$ cat src/rtl/apple1_kbd_port_pkg.sv
// Shared definitions for the Apple-1 keyboard port: FSM states, default timing and
// the ASCII constants used by the case folder.
package apple1_kbd_port_pkg;

    typedef enum logic [1:0] {
        ST_IDLE   = 2'd0,
        ST_SETUP  = 2'd1,
        ST_STROBE = 2'd2,
        ST_HOLD   = 2'd3
    } kbd_state_t;

    localparam int DEF_DEPTH         = 8;
    localparam int DEF_SETUP_CYCLES  = 5;
    localparam int DEF_STROBE_CYCLES = 50;
    localparam int DEF_GAP_CYCLES    = 50000;

    localparam int         ASCII_W        = 7;
    localparam logic [6:0] ASCII_LC_A     = 7'h61;
    localparam logic [6:0] ASCII_LC_Z     = 7'h7A;
    localparam int         ASCII_CASE_BIT = 5;

    function automatic int max3(input int a, input int b, input int c);
        int m;
        m = (a > b) ? a : b;
        return (m > c) ? m : c;
    endfunction

    function automatic logic [6:0] upcase(input logic [6:0] c);
        logic [6:0] r;
        r = c;
        if (c >= ASCII_LC_A && c <= ASCII_LC_Z) begin
            r[ASCII_CASE_BIT] = 1'b0;
        end
        return r;
    endfunction

endpackage

$ cat src/rtl/apple1_kbd_port_fifo.sv
// Small register FIFO for keyboard codes; a push is accepted when full if a pop
// happens in the same cycle.
module apple1_kbd_port_fifo #(
    parameter int DEPTH = 8,
    parameter int WIDTH = 7
) (
    input  logic             clk,
    input  logic             rst_n,
    input  logic             push,
    input  logic             pop,
    input  logic [WIDTH-1:0] din,
    output logic [WIDTH-1:0] dout,
    output logic             full,
    output logic             empty
);
    localparam int PTR_W = $clog2(DEPTH);
    localparam logic [PTR_W:0] FULL_CNT = (PTR_W + 1)'(DEPTH);

    logic [WIDTH-1:0] mem [DEPTH];
    logic [PTR_W-1:0] wr_ptr;
    logic [PTR_W-1:0] rd_ptr;
    logic [PTR_W:0]   count;
    logic             wr_en;
    logic             rd_en;

    assign full  = (count == FULL_CNT);
    assign empty = (count == '0);
    assign rd_en = pop && !empty;
    assign wr_en = push && (!full || rd_en);
    assign dout  = mem[rd_ptr];

    always_ff @(posedge clk) begin
        if (wr_en) begin
            mem[wr_ptr] <= din;
        end
    end

    // Pointers wrap naturally because DEPTH is a power of two.
    always_ff @(posedge clk or negedge rst_n) begin
        if (!rst_n) begin
            wr_ptr <= '0;
            rd_ptr <= '0;
            count  <= '0;
        end else begin
            if (wr_en) begin
                wr_ptr <= wr_ptr + 1'b1;
            end
            if (rd_en) begin
                rd_ptr <= rd_ptr + 1'b1;
            end
            case ({wr_en, rd_en})
                2'b10:   count <= count + 1'b1;
                2'b01:   count <= count - 1'b1;
                default: count <= count;
            endcase
        end
    end

endmodule

$ cat src/rtl/apple1_kbd_port.sv
// Apple-1 keyboard port: buffers PS/2 ASCII codes, folds case, and presents them to
// the 6821 PIA port A with a paced CA1 strobe.
module apple1_kbd_port
    import apple1_kbd_port_pkg::*;
#(
    parameter int DEPTH         = DEF_DEPTH,
    parameter int SETUP_CYCLES  = DEF_SETUP_CYCLES,
    parameter int STROBE_CYCLES = DEF_STROBE_CYCLES,
    parameter int GAP_CYCLES    = DEF_GAP_CYCLES,
    parameter int USE_ACK       = 1,
    parameter int UPCASE        = 1
) (
    input  logic               clk,
    input  logic               rst_n,
    input  logic [ASCII_W-1:0] ascii_code,
    input  logic               ascii_new,
    input  logic               kbd_rd,
    output logic [ASCII_W-1:0] pia_data,
    output logic               pia_strobe,
    output logic               fifo_full,
    output logic               overflow
);
    localparam int CNT_MAX = max3(SETUP_CYCLES, STROBE_CYCLES, GAP_CYCLES);
    localparam int CNT_W   = (CNT_MAX > 1) ? $clog2(CNT_MAX) : 1;
    localparam logic [CNT_W-1:0] SETUP_LAST  = CNT_W'(SETUP_CYCLES - 1);
    localparam logic [CNT_W-1:0] STROBE_LAST = CNT_W'(STROBE_CYCLES - 1);
    localparam logic [CNT_W-1:0] GAP_LAST    = CNT_W'(GAP_CYCLES - 1);

    kbd_state_t         state;
    kbd_state_t         state_n;
    logic [CNT_W-1:0]   cnt;
    logic [CNT_W-1:0]   cnt_n;
    logic [ASCII_W-1:0] data_n;
    logic               strobe_n;
    logic [ASCII_W-1:0] code_in;
    logic [ASCII_W-1:0] head;
    logic               full;
    logic               empty;
    logic               pop;
    logic               rd_s1;
    logic               rd_s2;
    logic               rd_s3;
    logic               ack;

    assign code_in = (UPCASE != 0) ? upcase(ascii_code) : ascii_code;

    apple1_kbd_port_fifo #(
        .DEPTH (DEPTH),
        .WIDTH (ASCII_W)
    ) u_kbd_fifo (
        .clk   (clk),
        .rst_n (rst_n),
        .push  (ascii_new),
        .pop   (pop),
        .din   (code_in),
        .dout  (head),
        .full  (full),
        .empty (empty)
    );

    assign fifo_full = full;

    always_ff @(posedge clk or negedge rst_n) begin
        if (!rst_n) begin
            overflow <= 1'b0;
        end else if (ascii_new && full && !pop) begin
            overflow <= 1'b1;
        end
    end

    // kbd_rd comes straight from the CPU bus decode, so it is synchronised first.
    always_ff @(posedge clk or negedge rst_n) begin
        if (!rst_n) begin
            rd_s1 <= 1'b0;
            rd_s2 <= 1'b0;
            rd_s3 <= 1'b0;
        end else begin
            rd_s1 <= kbd_rd;
            rd_s2 <= rd_s1;
            rd_s3 <= rd_s2;
        end
    end

    assign ack = rd_s2 && !rd_s3;

    always_ff @(posedge clk or negedge rst_n) begin
        if (!rst_n) begin
            state      <= ST_IDLE;
            cnt        <= '0;
            pia_data   <= '0;
            pia_strobe <= 1'b0;
        end else begin
            state      <= state_n;
            cnt        <= cnt_n;
            pia_data   <= data_n;
            pia_strobe <= strobe_n;
        end
    end

    always_comb begin
        state_n = state;
        cnt_n   = cnt;
        data_n  = pia_data;
        pop     = 1'b0;
        case (state)
            ST_IDLE: begin
                if (!empty) begin
                    pop     = 1'b1;
                    data_n  = head;
                    cnt_n   = '0;
                    state_n = ST_SETUP;
                end
            end
            ST_SETUP: begin
                if (cnt == SETUP_LAST) begin
                    cnt_n   = '0;
                    state_n = ST_STROBE;
                end else begin
                    cnt_n = cnt + 1'b1;
                end
            end
            ST_STROBE: begin
                if (cnt == STROBE_LAST) begin
                    cnt_n   = '0;
                    state_n = ST_HOLD;
                end else begin
                    cnt_n = cnt + 1'b1;
                end
            end
            ST_HOLD: begin
                if (((USE_ACK != 0) && ack) || cnt == GAP_LAST) begin
                    cnt_n   = '0;
                    state_n = ST_IDLE;
                end else begin
                    cnt_n = cnt + 1'b1;
                end
            end
            default: begin
                cnt_n   = '0;
                state_n = ST_IDLE;
            end
        endcase
        // Registered strobe: high exactly for the cycles spent in STROBE.
        strobe_n = (state_n == ST_STROBE);
    end

endmodule
$ cat config.mk
export PLATFORM = sky130hd
export DESIGN_NAME = apple1_kbd_port
export DESIGN_NICKNAME = d
export VERILOG_FILES = /design/src/rtl/apple1_kbd_port_pkg.sv /design/src/rtl/apple1_kbd_port_fifo.sv /design/src/rtl/apple1_kbd_port.sv
export SDC_FILE = /design/constraint.sdc
export NUM_CORES = 1
export LEC_CHECK = 0
export CAP_MARGIN = 25
export CORE_ASPECT_RATIO = 2
export CORE_MARGIN = 3
export CORE_UTILIZATION = 42
export DETAILED_ROUTE_END_ITERATION = 6
export PLACE_DENSITY = 0.64
export SETUP_SLACK_MARGIN = 0.15
export SLEW_MARGIN = 25
export SYNTH_ARGS = -nofsm -noshare
export SYNTH_HDL_FRONTEND = slang
export SYNTH_SLANG_ARGS = --single-unit
$ cat constraint.sdc
create_clock -name clk -period 3.7 [get_ports clk]
set_input_delay 0.925 -clock clk [delete_from_list [all_inputs] [get_ports clk]]
set_output_delay 0.925 -clock clk [all_outputs]
set_load 0.03 [all_outputs]
==> out/metrics.csv, run 1 <==
metric;value;unit
status;finished, final reports clean;
finalMaxSlewViolations;0;
final_cell_mix;edfxtp_1, dfrtp_1, nand2_1;
critical_path.top_delay_family;buffers and inverters;
wire_per_inst;17.6;microns
hpwl;6090;microns
cts_tree;yes;
power_leakage;1.79;nW
insertion_delay;340;ps
ys_warn_count;0;
cpPeakStageDelay;760;ps
grt_setup_unrepaired;no;
pin_count;21;
drc;0;
synthArstFlopShare;0.417;
cts_made_buffers;9;
antenna_found_initial;0;
holdCritPathClass;reg2reg;
synth_seq_area_share;0.629;
core-area;0.00983;sq mm
cts_setup_buffers;0;
arrival;1960;ps
ir_worst_vdd;417;uV
numPortBuffers;20;
drt_iter0_drc;114;
rr_startpoint;state[0];
postSynthCellCount;307;
placed_cells;455;
cp_cell_sequence;nor4b_2 -> clkdlybuf4s50_1;
synth_edf_count;56;
p_total;3.76;mW
synthesis.area;0.00427;sq mm
slowest_stage;clkdlybuf4s50_1;
crit_path_end;fifo_full;
dr_total_vias;2537;
vias_per_cell;5.39;
grt_pass1_wl;13600;microns
nets;353;
skew;6.75;ps
clkSlewWorstSetupHoldPaths;60;ps
track_usage;0.159;
maxCapViolations;0;
end_kind;output pin;
r2r-end;u_kbd_fifo.count[3];
tightest_slew;907;ps
grt_pass1_vias;2751;
critPathBufInv;1;
grt_remaining_overflow;0;
drt-total-wl;8290;microns
ctsResizeCount;0;
synth_cell_types;50;
fin_ws;811;ps
htree_levels;3;
cp_max_fo;4;
cts_root_buf;clkbuf_16;
r2r_cells;8;
fin_tns_setup;0;ps
synth_seq_cells;96;
crit_type;reg2out;
worstPathRequired;2770;ps
stdcell_count;471;
power.density;759;mW/mm^2
crit_start;u_kbd_fifo.count[1];
grt_start_max_net_pins;41;
drive_gt1_frac;0.153;
rows;51;
hold_buffers;0;
r2r_setup_slack;1320;ps
start_util;0.434;
syn_to_final_growth;16.0;%
die-area;0.0115;sq mm
dieHeight;149;microns
ys.flop_type;edfxtp_1;
gp_congestion;0.877;
timing_hold_violations_final;0;
fin_crit_sh;0.781;
synth.avg_cell_area;13.9;sq um
cp.depth;2;
cts_max_path_buffers;2;
n_antenna_cell;0;
firstDrtPassIters;4;
setup_violations;0;
mostFrequentLayoutCell;edfxtp_1;
utilization;0.504;
fin_crit;2890;ps
synth_nets;326;
ant_nets;0;
cp-start-kind;register;
fmax;346;MHz
die_x;77.3;microns
relSlewSlack;0.395;
post-place-ws;628;ps
clock-sinks;96;
## cells in the mapped netlist, types with 4 or more instances
library cell,instances,area share
edfxtp_1,56,0.39
dfrtp_1,40,0.23
nand2_1,32,0.028
nor2_1,19,0.017
nor3_1,15,0.018
mux4_2,14,0.074
mux2i_1,12,0.028
a21oi_1,10,0.012
inv_1,9,0.0079
ha_1,7,0.021
o21ai_0,7,0.0082
xnor2_1,7,0.014
clkbuf_1,6,0.0053
o21ai_1,6,0.0070
o22ai_1,5,0.0073
xor2_1,5,0.010
nand2b_1,4,0.0059
nor4_1,4,0.0059
## state kept, by name, summed over array words and instances, names as in the netlist
signal	flops
u_kbd_fifo.count	4
u_kbd_fifo.mem	56
pia_data	7
u_kbd_fifo.wr_ptr	3
cnt	16
rd_s1	1
overflow	1
pia_strobe	1
u_kbd_fifo.rd_ptr	3
state	2
rd_s3	1
rd_s2	1
## report_power, final
| group | switching, mW | leakage, nW | internal (mW) | total (mW) |
|---|---|---|---|---|
| clock network | 0.393 | 0.156 | 0.593 | 0.986 |
| registers | 0.259 | 1.00 | 1.37 | 1.63 |
| logic | 0.597 | 0.628 | 0.546 | 1.14 |
| total | 1.25 | 1.79 | 2.51 | 3.76 |
## worst min-delay path by stage
stage	from	to	slack, ps	cells past startpoint
after floorplan	rd_s1	rd_s2	330	0
after global placement	rd_s1	rd_s2	340	0
after detailed placement	rd_s1	rd_s2	350	0
after CTS	rd_s1	rd_s2	360	0
after global routing	rd_s1	rd_s2	380	0
final	rd_s1	rd_s2	350	0
## kinds of logic after synthesis
logic type	share of synthesized area
AO/OA/AOI/OAI	0.0675
XOR/XNOR	0.0246
adder cells (fa/ha/maj)	0.0252
buffers and inverters	0.0191
flip-flops	0.629
multiplexers	0.107
AND/OR/NAND/NOR	0.128
## layout make-up
class / instances / area [sq um]
tap: 132 / 165
sequential: 96 / 2680
clock inverter: 7 / 95.1
fill: 901 / 4880
timing repair buffer: 26 / 240
inverter: 9 / 33.8
clock buffer: 9 / 225
multi-input combinational: 192 / 1510
## routing by layer
metal | share of wire | global-route usage | wire length (microns) | vias up
li1 | - | - | - | 1209
met1 | 0.35 | 0.157 | 2930 | 1260
met2 | 0.59 | 0.300 | 4890 | 45
met3 | 0.022 | 0.0261 | 181 | 23
met4 | 0.035 | 0.104 | 292 | 0
met5 | 0 | 0 | 0 | -
## through the flow
| step | area [sq um] | hold WS, ps |
|---|---|---|
| 2_1_floorplan | 4270 | 331 |
| 3_3_place_gp | 4620 | 336 |
| 3_5_place_dp | 4630 | 346 |
| 4_1_cts | 4950 | 360 |
| 5_1_grt | 4950 | 377 |
| 6_report | 4950 | 355 |
Note: power is estimated with default switching activity, not from simulation.
==> run 2, diff against run 1 <==
clock period = 3 ns   (was 3.7 ns; I/O delays follow)
==> out/metrics.csv, run 2 (same netlist as run 1, synthesis figures left out) <==
metric;value;unit;change
slowest_stage;clkdlybuf4s50_1;;unchanged
clkSlewWorstSetupHoldPaths;70;ps;was 60 ps
postPlaceCellArea;0.00468;sq mm;was 0.00463 sq mm
arrival;1940;ps;was 1960 ps
mostFrequentLayoutCell;edfxtp_1;;unchanged
htree_levels;3;;unchanged
ir_worst_vdd;460;uV;was 417 uV
dr_total_vias;2585;;was 2537
dieHeight;149;microns;unchanged
fin_crit_sh;0.896;;
track_usage;0.156;;was 0.159
wire_per_inst;17.0;microns;was 17.6 microns
clock-sinks;96;;unchanged
power.density;911;mW/mm^2;was 759 mW/mm^2
end_kind;output pin;;unchanged
core-area;0.00983;sq mm;unchanged
tightest_slew;706;ps;was 907 ps
finalInstanceArea;0.00497;sq mm;was 0.00495 sq mm
n_antenna_cell;0;;unchanged
post-place-ws;120;ps;was 628 ps
cp-start-kind;register;;unchanged
maxCapViolations;0;;unchanged
cts_tree;yes;;unchanged
worstPathRequired;2250;ps;was 2770 ps
nets;361;;was 353
skew;9.36;ps;was 6.75 ps
cts_made_buffers;9;;unchanged
cpPeakStageDelay;750;ps;was 760 ps
rows;51;;unchanged
cts_max_path_buffers;2;;unchanged
grt_pass1_vias;2732;;was 2751
antenna_found_initial;0;;unchanged
fin_crit;2690;ps;
power_leakage;1.82;nW;was 1.79 nW
fin_ws;311;ps;was 811 ps
insertion_delay;340;ps;about the same
ant_nets;0;;unchanged
placed_cells;463;;was 455
whs;350;ps;was 355 ps
grt_setup_unrepaired;no;;unchanged
cp_max_fo;4;;unchanged
final_cell_mix;edfxtp_1, dfrtp_1, nand2_1;;unchanged
p_total;4.53;mW;was 3.76 mW
grt_start_max_net_pins;41;;unchanged
gp_congestion;0.893;;was 0.877
hold_buffers;0;;unchanged
drt_iter0_drc;156;;was 114
largest_register_ffs;56;;unchanged
grt_pass1_wl;13600;microns;about the same
start_util;0.434;;unchanged
cp_cell_sequence;nor4b_2 -> clkdlybuf4s50_1;;unchanged
cts_setup_buffers;0;;unchanged
reg_top3;u_kbd_fifo.mem (56), cnt (16), pia_data (7);;unchanged
hpwl;6040;microns;was 6090 microns
crit_type;reg2out;;unchanged
drc;0;;unchanged
fmax;372;MHz;
relSlewSlack;0.529;;was 0.395
die_x;77.3;microns;unchanged
drive_gt1_frac;0.167;;was 0.153
pin_count;21;;unchanged
stdcell_count;479;;was 471
largest-register;u_kbd_fifo.mem;;unchanged
timing_hold_violations_final;0;;unchanged
firstDrtPassIters;4;;unchanged
die-area;0.0115;sq mm;unchanged
status;finished, final reports clean;;unchanged
utilization;0.506;;was 0.504
ctsResizeCount;0;;unchanged
vias_per_cell;5.40;;was 5.39
fin_tns_setup;0;ps;unchanged
cts_root_buf;clkbuf_16;;unchanged
numPortBuffers;20;;unchanged
drt-total-wl;8140;microns;was 8290 microns
syn_to_final_growth;16.6;%;was 16.0%
grt_remaining_overflow;0;;unchanged
fillers;879;;was 901
setup_violations;0;;unchanged
holdCritPathClass;reg2reg;;unchanged
finalMaxSlewViolations;0;;unchanged
## run 2: critical path, delay by kind of cell, from the launching register on
| kind | cells | cell delay [ps] |
|---|---|---|
| and+or+nand+nor | 1 | 430 |
| buffers and inverters | 1 | 750 |
| DFF | 1 | 420 |
## run 2: final cells by class
type	count	area (sq um)	area share
Sequential cell	96	2680	0.539
Multi-Input combinational cell	192	1500	0.302
Timing Repair Buffer	34	303	0.0609
Clock buffer	9	225	0.0453
Tap cell	132	165	0.0332
Clock inverter	7	62.6	0.0126
Inverter	9	33.8	0.00679
## run 2: final timing paths
path	start	endpoint	slack, ps	cells after the start
setup / recovery	u_kbd_fifo.count[1]	fifo_full	310	2
hold / removal	rd_s1	rd_s2	350	0
setup reg to reg	state[0]	u_kbd_fifo.count[3]	560	8
hold reg to reg	rd_s1	rd_s2	350	0
max in group asynchronous	rst_n	cnt[13]	2230	1
min in group asynchronous	rst_n	rd_s2	380	1
## run 2: power breakdown
part           internal, mW  leakage [nW]  total, mW  switching [mW]
sequential             1.68          1.00       1.93           0.247
clock                 0.581         0.144       1.10           0.516
combinational         0.701         0.670       1.50           0.804
total                  2.97          1.82       4.53            1.57
## run 2: per-layer routing
layer / share of wire / vias to the layer above / track usage / wire (microns)
li1: - / 1229 / - / -
met1: 0.35 / 1292 / 0.155 / 2880
met2: 0.59 / 45 / 0.300 / 4830
met3: 0.024 / 19 / 0.0230 / 193
met4: 0.029 / 0 / 0.0900 / 240
met5: 0 / - / 0 / 0
==> run 3, diff against run 2 <==
HOLD_SLACK_MARGIN = 0.06   (was not set)
SKIP_CTS_REPAIR_TIMING = 1   (was not set)
==> results of run 3 <==
No change in the layout: final DEF, timing and power equal those of run 2.
